**src/rtl/uvmt_cv32e40s_obi_stall_pkg.sv**
```systemverilog
// Shared types and defaults for the OBI response-latency tracker.
// Status fields are a fixed width so one struct serves any channel parameterisation.
package uvmt_cv32e40s_obi_stall_pkg;

  localparam int unsigned MaxStallsDefault = 8;
  localparam int unsigned DepthDefault     = 8;
  localparam int unsigned StatusW          = 16;

  typedef struct packed {
    logic must_respond;
    logic violation;
    logic violation_sticky;
    logic overflow;
    logic underflow;
  } ch_flags_t;

  typedef struct packed {
    logic [StatusW-1:0] outstanding;
    logic [StatusW-1:0] oldest_lapse;
    logic [StatusW-1:0] budget;
    ch_flags_t          flags;
  } ch_status_t;

  // Modulo increment that works for non-power-of-two depths.
  function automatic int unsigned wrap_inc(input int unsigned ptr, input int unsigned depth);
    return (ptr + 1 >= depth) ? 0 : ptr + 1;
  endfunction

endpackage

```
**src/rtl/uvmt_cv32e40s_obi_lapse_queue.sv**
```systemverilog
// One OBI channel: in-order queue of elapsed-cycle counters, latency budget and sticky flags.
module uvmt_cv32e40s_obi_lapse_queue
  import uvmt_cv32e40s_obi_stall_pkg::*;
#(
  parameter int unsigned DEPTH      = DepthDefault,
  parameter int unsigned MAX_STALLS = MaxStallsDefault,
  parameter int unsigned CNT_W      = $clog2(MAX_STALLS + 2),
  parameter int unsigned OUT_W      = $clog2(DEPTH + 1)
) (
  input  logic       clk_i,
  input  logic       rst_ni,
  input  logic       i_enable,
  input  logic       i_clear,
  input  logic       i_req,
  input  logic       i_gnt,
  input  logic       i_rvalid,
  output ch_status_t o_status
);

  localparam int unsigned PtrW      = (DEPTH > 1) ? $clog2(DEPTH) : 1;
  localparam logic [CNT_W-1:0] LapseMax = CNT_W'(MAX_STALLS);
  localparam logic [CNT_W-1:0] LapseSat = CNT_W'(MAX_STALLS + 1);

  logic [CNT_W-1:0] r_lapse_q [DEPTH];
  logic [CNT_W-1:0] w_lapse_d [DEPTH];
  logic [PtrW-1:0]  r_wr_ptr_q, r_rd_ptr_q, w_wr_ptr_d, w_rd_ptr_d;
  logic [OUT_W-1:0] r_count_q, w_count_d;
  logic             r_viol_sticky_q, r_overflow_q, r_underflow_q;

  logic             w_hs, w_empty, w_full, w_pop, w_push;
  logic             w_ovf_evt, w_unf_evt, w_violation, w_must_respond;
  logic [CNT_W-1:0] w_oldest, w_budget;

  assign w_hs    = i_req & i_gnt;
  assign w_empty = (r_count_q == '0);
  assign w_full  = (r_count_q == OUT_W'(DEPTH));
  assign w_pop   = i_rvalid & ~w_empty;
  // A full queue still accepts a push when the oldest slot is freed in the same cycle.
  assign w_push  = w_hs & (~w_full | w_pop);

  assign w_ovf_evt = w_hs & w_full & ~w_pop;
  assign w_unf_evt = i_rvalid & w_empty;

  assign w_oldest       = w_empty ? '0 : r_lapse_q[r_rd_ptr_q];
  assign w_budget       = (w_oldest >= LapseMax) ? '0 : LapseMax - w_oldest;
  assign w_must_respond = ~w_empty & (w_budget == '0);
  assign w_violation    = i_enable & ~w_empty & ~i_rvalid & (w_oldest > LapseMax);

  always_comb begin
    // Dead slots may age freely; they are overwritten with 1 on the next push.
    for (int i = 0; i < DEPTH; i++) begin
      w_lapse_d[i] = (r_lapse_q[i] == LapseSat) ? r_lapse_q[i] : r_lapse_q[i] + CNT_W'(1);
    end
    if (w_push) begin
      w_lapse_d[r_wr_ptr_q] = CNT_W'(1);
    end
  end

  always_comb begin
    w_wr_ptr_d = w_push ? PtrW'(wrap_inc(32'(r_wr_ptr_q), DEPTH)) : r_wr_ptr_q;
    w_rd_ptr_d = w_pop  ? PtrW'(wrap_inc(32'(r_rd_ptr_q), DEPTH)) : r_rd_ptr_q;
    w_count_d  = r_count_q;
    if (w_push && !w_pop) begin
      w_count_d = r_count_q + OUT_W'(1);
    end else if (w_pop && !w_push) begin
      w_count_d = r_count_q - OUT_W'(1);
    end
  end

  always_ff @(posedge clk_i or negedge rst_ni) begin
    if (!rst_ni) begin
      for (int i = 0; i < DEPTH; i++) begin
        r_lapse_q[i] <= '0;
      end
      r_wr_ptr_q      <= '0;
      r_rd_ptr_q      <= '0;
      r_count_q       <= '0;
      r_viol_sticky_q <= 1'b0;
      r_overflow_q    <= 1'b0;
      r_underflow_q   <= 1'b0;
    end else begin
      r_lapse_q       <= w_lapse_d;
      r_wr_ptr_q      <= w_wr_ptr_d;
      r_rd_ptr_q      <= w_rd_ptr_d;
      r_count_q       <= w_count_d;
      // A new event in the clear cycle wins over the clear.
      r_viol_sticky_q <= (r_viol_sticky_q & ~i_clear) | w_violation;
      r_overflow_q    <= (r_overflow_q & ~i_clear) | w_ovf_evt;
      r_underflow_q   <= (r_underflow_q & ~i_clear) | w_unf_evt;
    end
  end

  always_comb begin
    o_status                        = '0;
    o_status.outstanding            = StatusW'(r_count_q);
    o_status.oldest_lapse           = StatusW'(w_oldest);
    o_status.budget                 = StatusW'(w_budget);
    o_status.flags.must_respond     = w_must_respond;
    o_status.flags.violation        = w_violation;
    o_status.flags.violation_sticky = r_viol_sticky_q;
    o_status.flags.overflow         = r_overflow_q;
    o_status.flags.underflow        = r_underflow_q;
  end

endmodule

```
**src/rtl/uvmt_cv32e40s_obi_stall_tracker.sv**
```systemverilog
// Multi-channel OBI response-latency tracker: one lapse queue per channel, outputs packed flat.
module uvmt_cv32e40s_obi_stall_tracker
  import uvmt_cv32e40s_obi_stall_pkg::*;
#(
  parameter int unsigned NUM_CH     = 2,
  parameter int unsigned DEPTH      = DepthDefault,
  parameter int unsigned MAX_STALLS = MaxStallsDefault,
  parameter int unsigned CNT_W      = $clog2(MAX_STALLS + 2),
  parameter int unsigned OUT_W      = $clog2(DEPTH + 1)
) (
  input  logic                    clk_i,
  input  logic                    rst_ni,
  input  logic                    enable_i,
  input  logic                    clear_i,
  input  logic [NUM_CH-1:0]       req_i,
  input  logic [NUM_CH-1:0]       gnt_i,
  input  logic [NUM_CH-1:0]       rvalid_i,
  output logic [NUM_CH*OUT_W-1:0] outstanding_o,
  output logic [NUM_CH*CNT_W-1:0] oldest_lapse_o,
  output logic [NUM_CH*CNT_W-1:0] budget_o,
  output logic [NUM_CH-1:0]       must_respond_o,
  output logic [NUM_CH-1:0]       violation_o,
  output logic [NUM_CH-1:0]       violation_sticky_o,
  output logic [NUM_CH-1:0]       overflow_o,
  output logic [NUM_CH-1:0]       underflow_o
);

  for (genvar c = 0; c < NUM_CH; c++) begin : g_ch
    ch_status_t w_status;
    logic       w_status_unused;

    uvmt_cv32e40s_obi_lapse_queue #(
      .DEPTH      (DEPTH),
      .MAX_STALLS (MAX_STALLS),
      .CNT_W      (CNT_W),
      .OUT_W      (OUT_W)
    ) u_lapse_queue (
      .clk_i    (clk_i),
      .rst_ni   (rst_ni),
      .i_enable (enable_i),
      .i_clear  (clear_i),
      .i_req    (req_i[c]),
      .i_gnt    (gnt_i[c]),
      .i_rvalid (rvalid_i[c]),
      .o_status (w_status)
    );

    assign outstanding_o[c*OUT_W +: OUT_W]  = w_status.outstanding[OUT_W-1:0];
    assign oldest_lapse_o[c*CNT_W +: CNT_W] = w_status.oldest_lapse[CNT_W-1:0];
    assign budget_o[c*CNT_W +: CNT_W]       = w_status.budget[CNT_W-1:0];
    assign must_respond_o[c]                = w_status.flags.must_respond;
    assign violation_o[c]                   = w_status.flags.violation;
    assign violation_sticky_o[c]            = w_status.flags.violation_sticky;
    assign overflow_o[c]                    = w_status.flags.overflow;
    assign underflow_o[c]                   = w_status.flags.underflow;

    // Upper status bits are zero padding of the fixed-width struct.
    assign w_status_unused = ^{w_status.outstanding[StatusW-1:OUT_W],
                               w_status.oldest_lapse[StatusW-1:CNT_W],
                               w_status.budget[StatusW-1:CNT_W]};
  end

endmodule

```
**config.mk**
```make
export PLATFORM = sky130hd
export DESIGN_NAME = uvmt_cv32e40s_obi_stall_tracker
export DESIGN_NICKNAME = d
export VERILOG_FILES = /design/src/rtl/uvmt_cv32e40s_obi_stall_pkg.sv /design/src/rtl/uvmt_cv32e40s_obi_lapse_queue.sv /design/src/rtl/uvmt_cv32e40s_obi_stall_tracker.sv
export SDC_FILE = /design/constraint.sdc
export NUM_CORES = 1
export LEC_CHECK = 0
export CAP_MARGIN = 30
export CORE_UTILIZATION = 59
export DETAILED_ROUTE_END_ITERATION = 16
export GPL_ROUTABILITY_DRIVEN = 0
export PLACE_DENSITY = 0.82
export SYNTH_ARGS = -nofsm -noshare
export SYNTH_HDL_FRONTEND = slang
export SYNTH_SLANG_ARGS = --single-unit
```
**constraint.sdc**
```tcl
create_clock -name clk_i -period 4.5 [get_ports clk_i]
set_input_delay 0.9 -clock clk_i [delete_from_list [all_inputs] [get_ports clk_i]]
set_output_delay 0.9 -clock clk_i [all_outputs]
set_load 0.01 [all_outputs]
```
==> flow_metrics.py <==
metrics = {
    "worst_hold_path": {
        "holdPathStages": 1,
        "min_path_type": "flop to flop",
    },
    "timing": {
        "final.period_utilization": 0.958,
        "report.final.slew_viol_count": 0,
        "max_freq_mhz": 232,
        "setup_viol": 0,
        "period_minus_slack_ps": 4310,
        "worst_pin_slew_ps": 869,
        "setup_tns_ps": 0,
        "rsz0062_at_grt": "false",
        "whs_ps": 486,
        "finalHoldViolCount": 0,
        "max-slew-margin-rel": 0.420,
        "skew_ps": 15.1,
    },
    "run_status": {
        "status": "finished, final reports clean",
    },
    "setup_path": {
        "critPathMaxFanout": 20,
        "cp.arrival_ps": 3410,
        "cp_slowest_cell": "or4_1",
        "cp.required_ps": 3600,
        "cp_num_buf_inv": 2,
        "start_kind": "flop",
        "path_delay_family": "simple AND/OR/NAND/NOR gates",
        "reg2reg_depth": 11,
        "endpoint_kind": "primary output",
        "cpPeakStageDelay_ps": 540,
        "worstPathCellList": "buf_6 > mux2i_1 > mux4_2 > or2_2 > ha_1 > or4_1 > a21oi_1 > o211a_1 > clkdlybuf4s50_1",
        "path_class": "flop to primary output",
        "cp.depth": 9,
    },
    "drt": {
        "route.detailed.drc": 0,
        "avgViaCountPerCell": 5.78,
        "finalWirelength_um": 11100,
        "antenna_left": 0,
        "first_pass_iters": 4,
        "dr.first_iter.drc_count": 153,
        "post_drt_wl_per_cell_um": 15.8,
        "vias": 4064,
    },
    "placement": {
        "port_buffers": 43,
        "place_inst": 687,
        "place_hpwl_um": 8570,
    },
    "logic_synthesis": {
        "syn-num-nets": 605,
        "synth_seq_area_share": 0.403,
        "synth_edf_count": 0,
        "yosysWarnings": 0,
        "yosys.cell_types.count": 49,
        "async_reset_ff_frac": 1.00,
        "syn_inst": 549,
        "synth_ff_type": "dfrtp_1",
        "synth.ff_latch_count": 90,
        "syn_area_per_cell_um2": 10.2,
        "netlist_area_um2": 5590,
    },
    "floorplan": {
        "core-area_um2": 9200,
        "die_w_um": 99.4,
        "die_y_um": 99.4,
        "dieArea_um2": 9870,
        "rows": 35,
        "start_util": 0.608,
        "ios": 44,
    },
    "finish": {
        "final_common_cell": "dfrtp_1",
        "final_cell_mix": "dfrtp_1 (90), nor2_1 (67), nand2_1 (51)",
        "regArea_um2": 2250,
        "multi_input_area_um2": 3100,
        "nFillCells": 704,
        "fin_cells": 703,
        "drive_gt1_frac": 0.0861,
        "fin_nets": 643,
        "area_delta_synth_final_pct": 11.4,
        "final_core_util": 0.677,
        "num_antenna_cells": 0,
    },
    "global_route": {
        "grt_overflow": 0,
        "grt_pass1_vias": 4052,
        "grt_pass1_wl_um": 19100,
        "grt_start_max_net_pins": 69,
        "antenna_found_initial": 0,
        "grt_usage": 0.245,
    },
    "clocking": {
        "cts_buffer_depth": 2,
        "cts_inserted_buffers": 9,
        "cts_setup_buffers": 0,
        "htree_levels": 3,
        "postCtsHoldBufs": 0,
        "clk_pin_slew_ps": 90,
        "cts-root-buf": "clkbuf_8",
        "clk_latency_ps": 370,
        "cts_tree": "built",
        "clkSinkCount": 90,
    },
    "pwr": {
        "seqPwrFrac": 0.331,
        "peakVddDrop_mv": 0.439,
        "cell_internal_pwr_uw": 3150,
        "cellLeakagePower_uw": 0.00285,
        "p_switching_uw": 2340,
        "sw_frac_of_total": 0.426,
        "powerDensity_nw_per_um2": 881,
        "p_comb_frac": 0.577,
        "clkPwrFrac": 0.092,
    },
    "flow_run": {
        "maxCapViolations": 0,
    },
}
[Yosys cell counts (4+ instances only)]
cell type	instances	area share
nand3_1	29	0.026
clkbuf_1	5	0.0034
mux2i_1	22	0.039
inv_1	25	0.017
nand2b_1	16	0.018
o21ai_0	13	0.012
a211oi_1	16	0.021
mux4_1	8	0.038
ha_1	44	0.098
dfrtp_1	90	0.40
nor2_1	67	0.045
nor3_1	8	0.0072
xnor2_1	9	0.014
nor2b_1	20	0.022
nand2_1	51	0.034
mux2_2	18	0.036
a22o_1	4	0.0063
buf_4	10	0.013
a21oi_1	6	0.0054
xor2_1	37	0.058
[state kept, by name, indices dropped and copies added, names as in the netlist]
| signal | cells |
|---|---|
| g_ch.u_lapse_queue.r_lapse_q | 64 |
| g_ch.u_lapse_queue.r_count_q | 8 |
| g_ch.u_lapse_queue.r_rd_ptr_q | 6 |
| g_ch.u_lapse_queue.r_wr_ptr_q | 6 |
| g_ch.u_lapse_queue.r_overflow_q | 2 |
| g_ch.u_lapse_queue.r_underflow_q | 2 |
| g_ch.u_lapse_queue.r_viol_sticky_q | 2 |
[cells by family (layout without fill, tap and decap cells)]
| group | count (synthesis) | count (layout) | share of synthesized area |
|---|---|---|---|
| and+or+nand+nor | 217 | 217 | 0.187 |
| DFF | 90 | 90 | 0.403 |
| AOI/OAI and AO/OA | 53 | 53 | 0.0651 |
| muxes | 51 | 51 | 0.125 |
| adders and majority gates | 46 | 46 | 0.106 |
| xor gates and xnor gates | 46 | 46 | 0.0721 |
| buffers and inverters | 46 | 89 | 0.0421 |
[path summary, 6_finish.rpt]
check	start	to	slack (ps)
max in group asynchronous	rst_ni	g_ch[1].u_lapse_queue.r_rd_ptr_q[0]$_DFFE_PN0N_	3010
min in group asynchronous	rst_ni	g_ch[0].u_lapse_queue.r_lapse_q[3]$_DFF_PN0_	620
max reg2reg	g_ch[1].u_lapse_queue.r_count_q[2]$_DFFE_PN0P_	g_ch[1].u_lapse_queue.r_count_q[3]$_DFFE_PN0P_	1910
min reg2reg	g_ch[0].u_lapse_queue.r_viol_sticky_q$_DFF_PN0_	g_ch[0].u_lapse_queue.r_viol_sticky_q$_DFF_PN0_	490
max	g_ch[0].u_lapse_queue.r_rd_ptr_q[1]$_DFFE_PN0N_	must_respond_o[0]	190
min	g_ch[0].u_lapse_queue.r_viol_sticky_q$_DFF_PN0_	g_ch[0].u_lapse_queue.r_viol_sticky_q$_DFF_PN0_	490
[per-stage QoR]
stage                     cell area [um^2]  power (uW)  setup WS, ps
after floorplan                       5590        3920           982
after global placement                6050        4780           578
after detailed placement              6050        4980           533
after CTS                             6230        5510           130
after global routing                  6230        5980          1.07
final                                 6230        5490           189
[power by group through the flow]
stage / Clock, uW / Combinational, uW / Sequential, uW
detailed placement: 0 / 3150 / 1820
floorplan: 0 / 2310 / 1610
CTS: 520 / 3170 / 1810
global route: 551 / 3540 / 1890
finish: 506 / 3160 / 1820
global placement: 0 / 3000 / 1790
[per-layer routing]
metal / track usage / vias to the layer above / routed length [um]
met5: 0 / - / 0
met4: 0.0758 / 0 / 162
met3: 0.0344 / 18 / 309
met2: 0.433 / 80 / 5780
met1: 0.314 / 1997 / 4850
li1: - / 1969 / -
[worst register-to-register path: stages, from the launching register on]
cell      delay, ps
dfrtp_1         450
nor4_2          280
buf_4           190
nand2b_1        270
ha_1            230
inv_1            90
ha_1            280
a21o_1          170
a21oi_1         160
xnor2_1         140
nor2_1           70
xor2_1          140
[area by class of cell]
| class | count | share of cell area |
|---|---|---|
| multi-input cells | 413 | 0.498 |
| clock inverters | 7 | 0.00823 |
| clock buffers | 9 | 0.0199 |
| inverters | 26 | 0.0157 |
| flip-flops and latches | 90 | 0.362 |
| well taps | 111 | 0.0223 |
| repair buffers | 47 | 0.0741 |
[what timing repair did]
item	4_1_cts	5_1_grt
hold endpoints to repair	0	0
gates resized for setup	0	1
setup endpoints to repair	0	1
No activity file was read; power rests on OpenSTA's default activity.
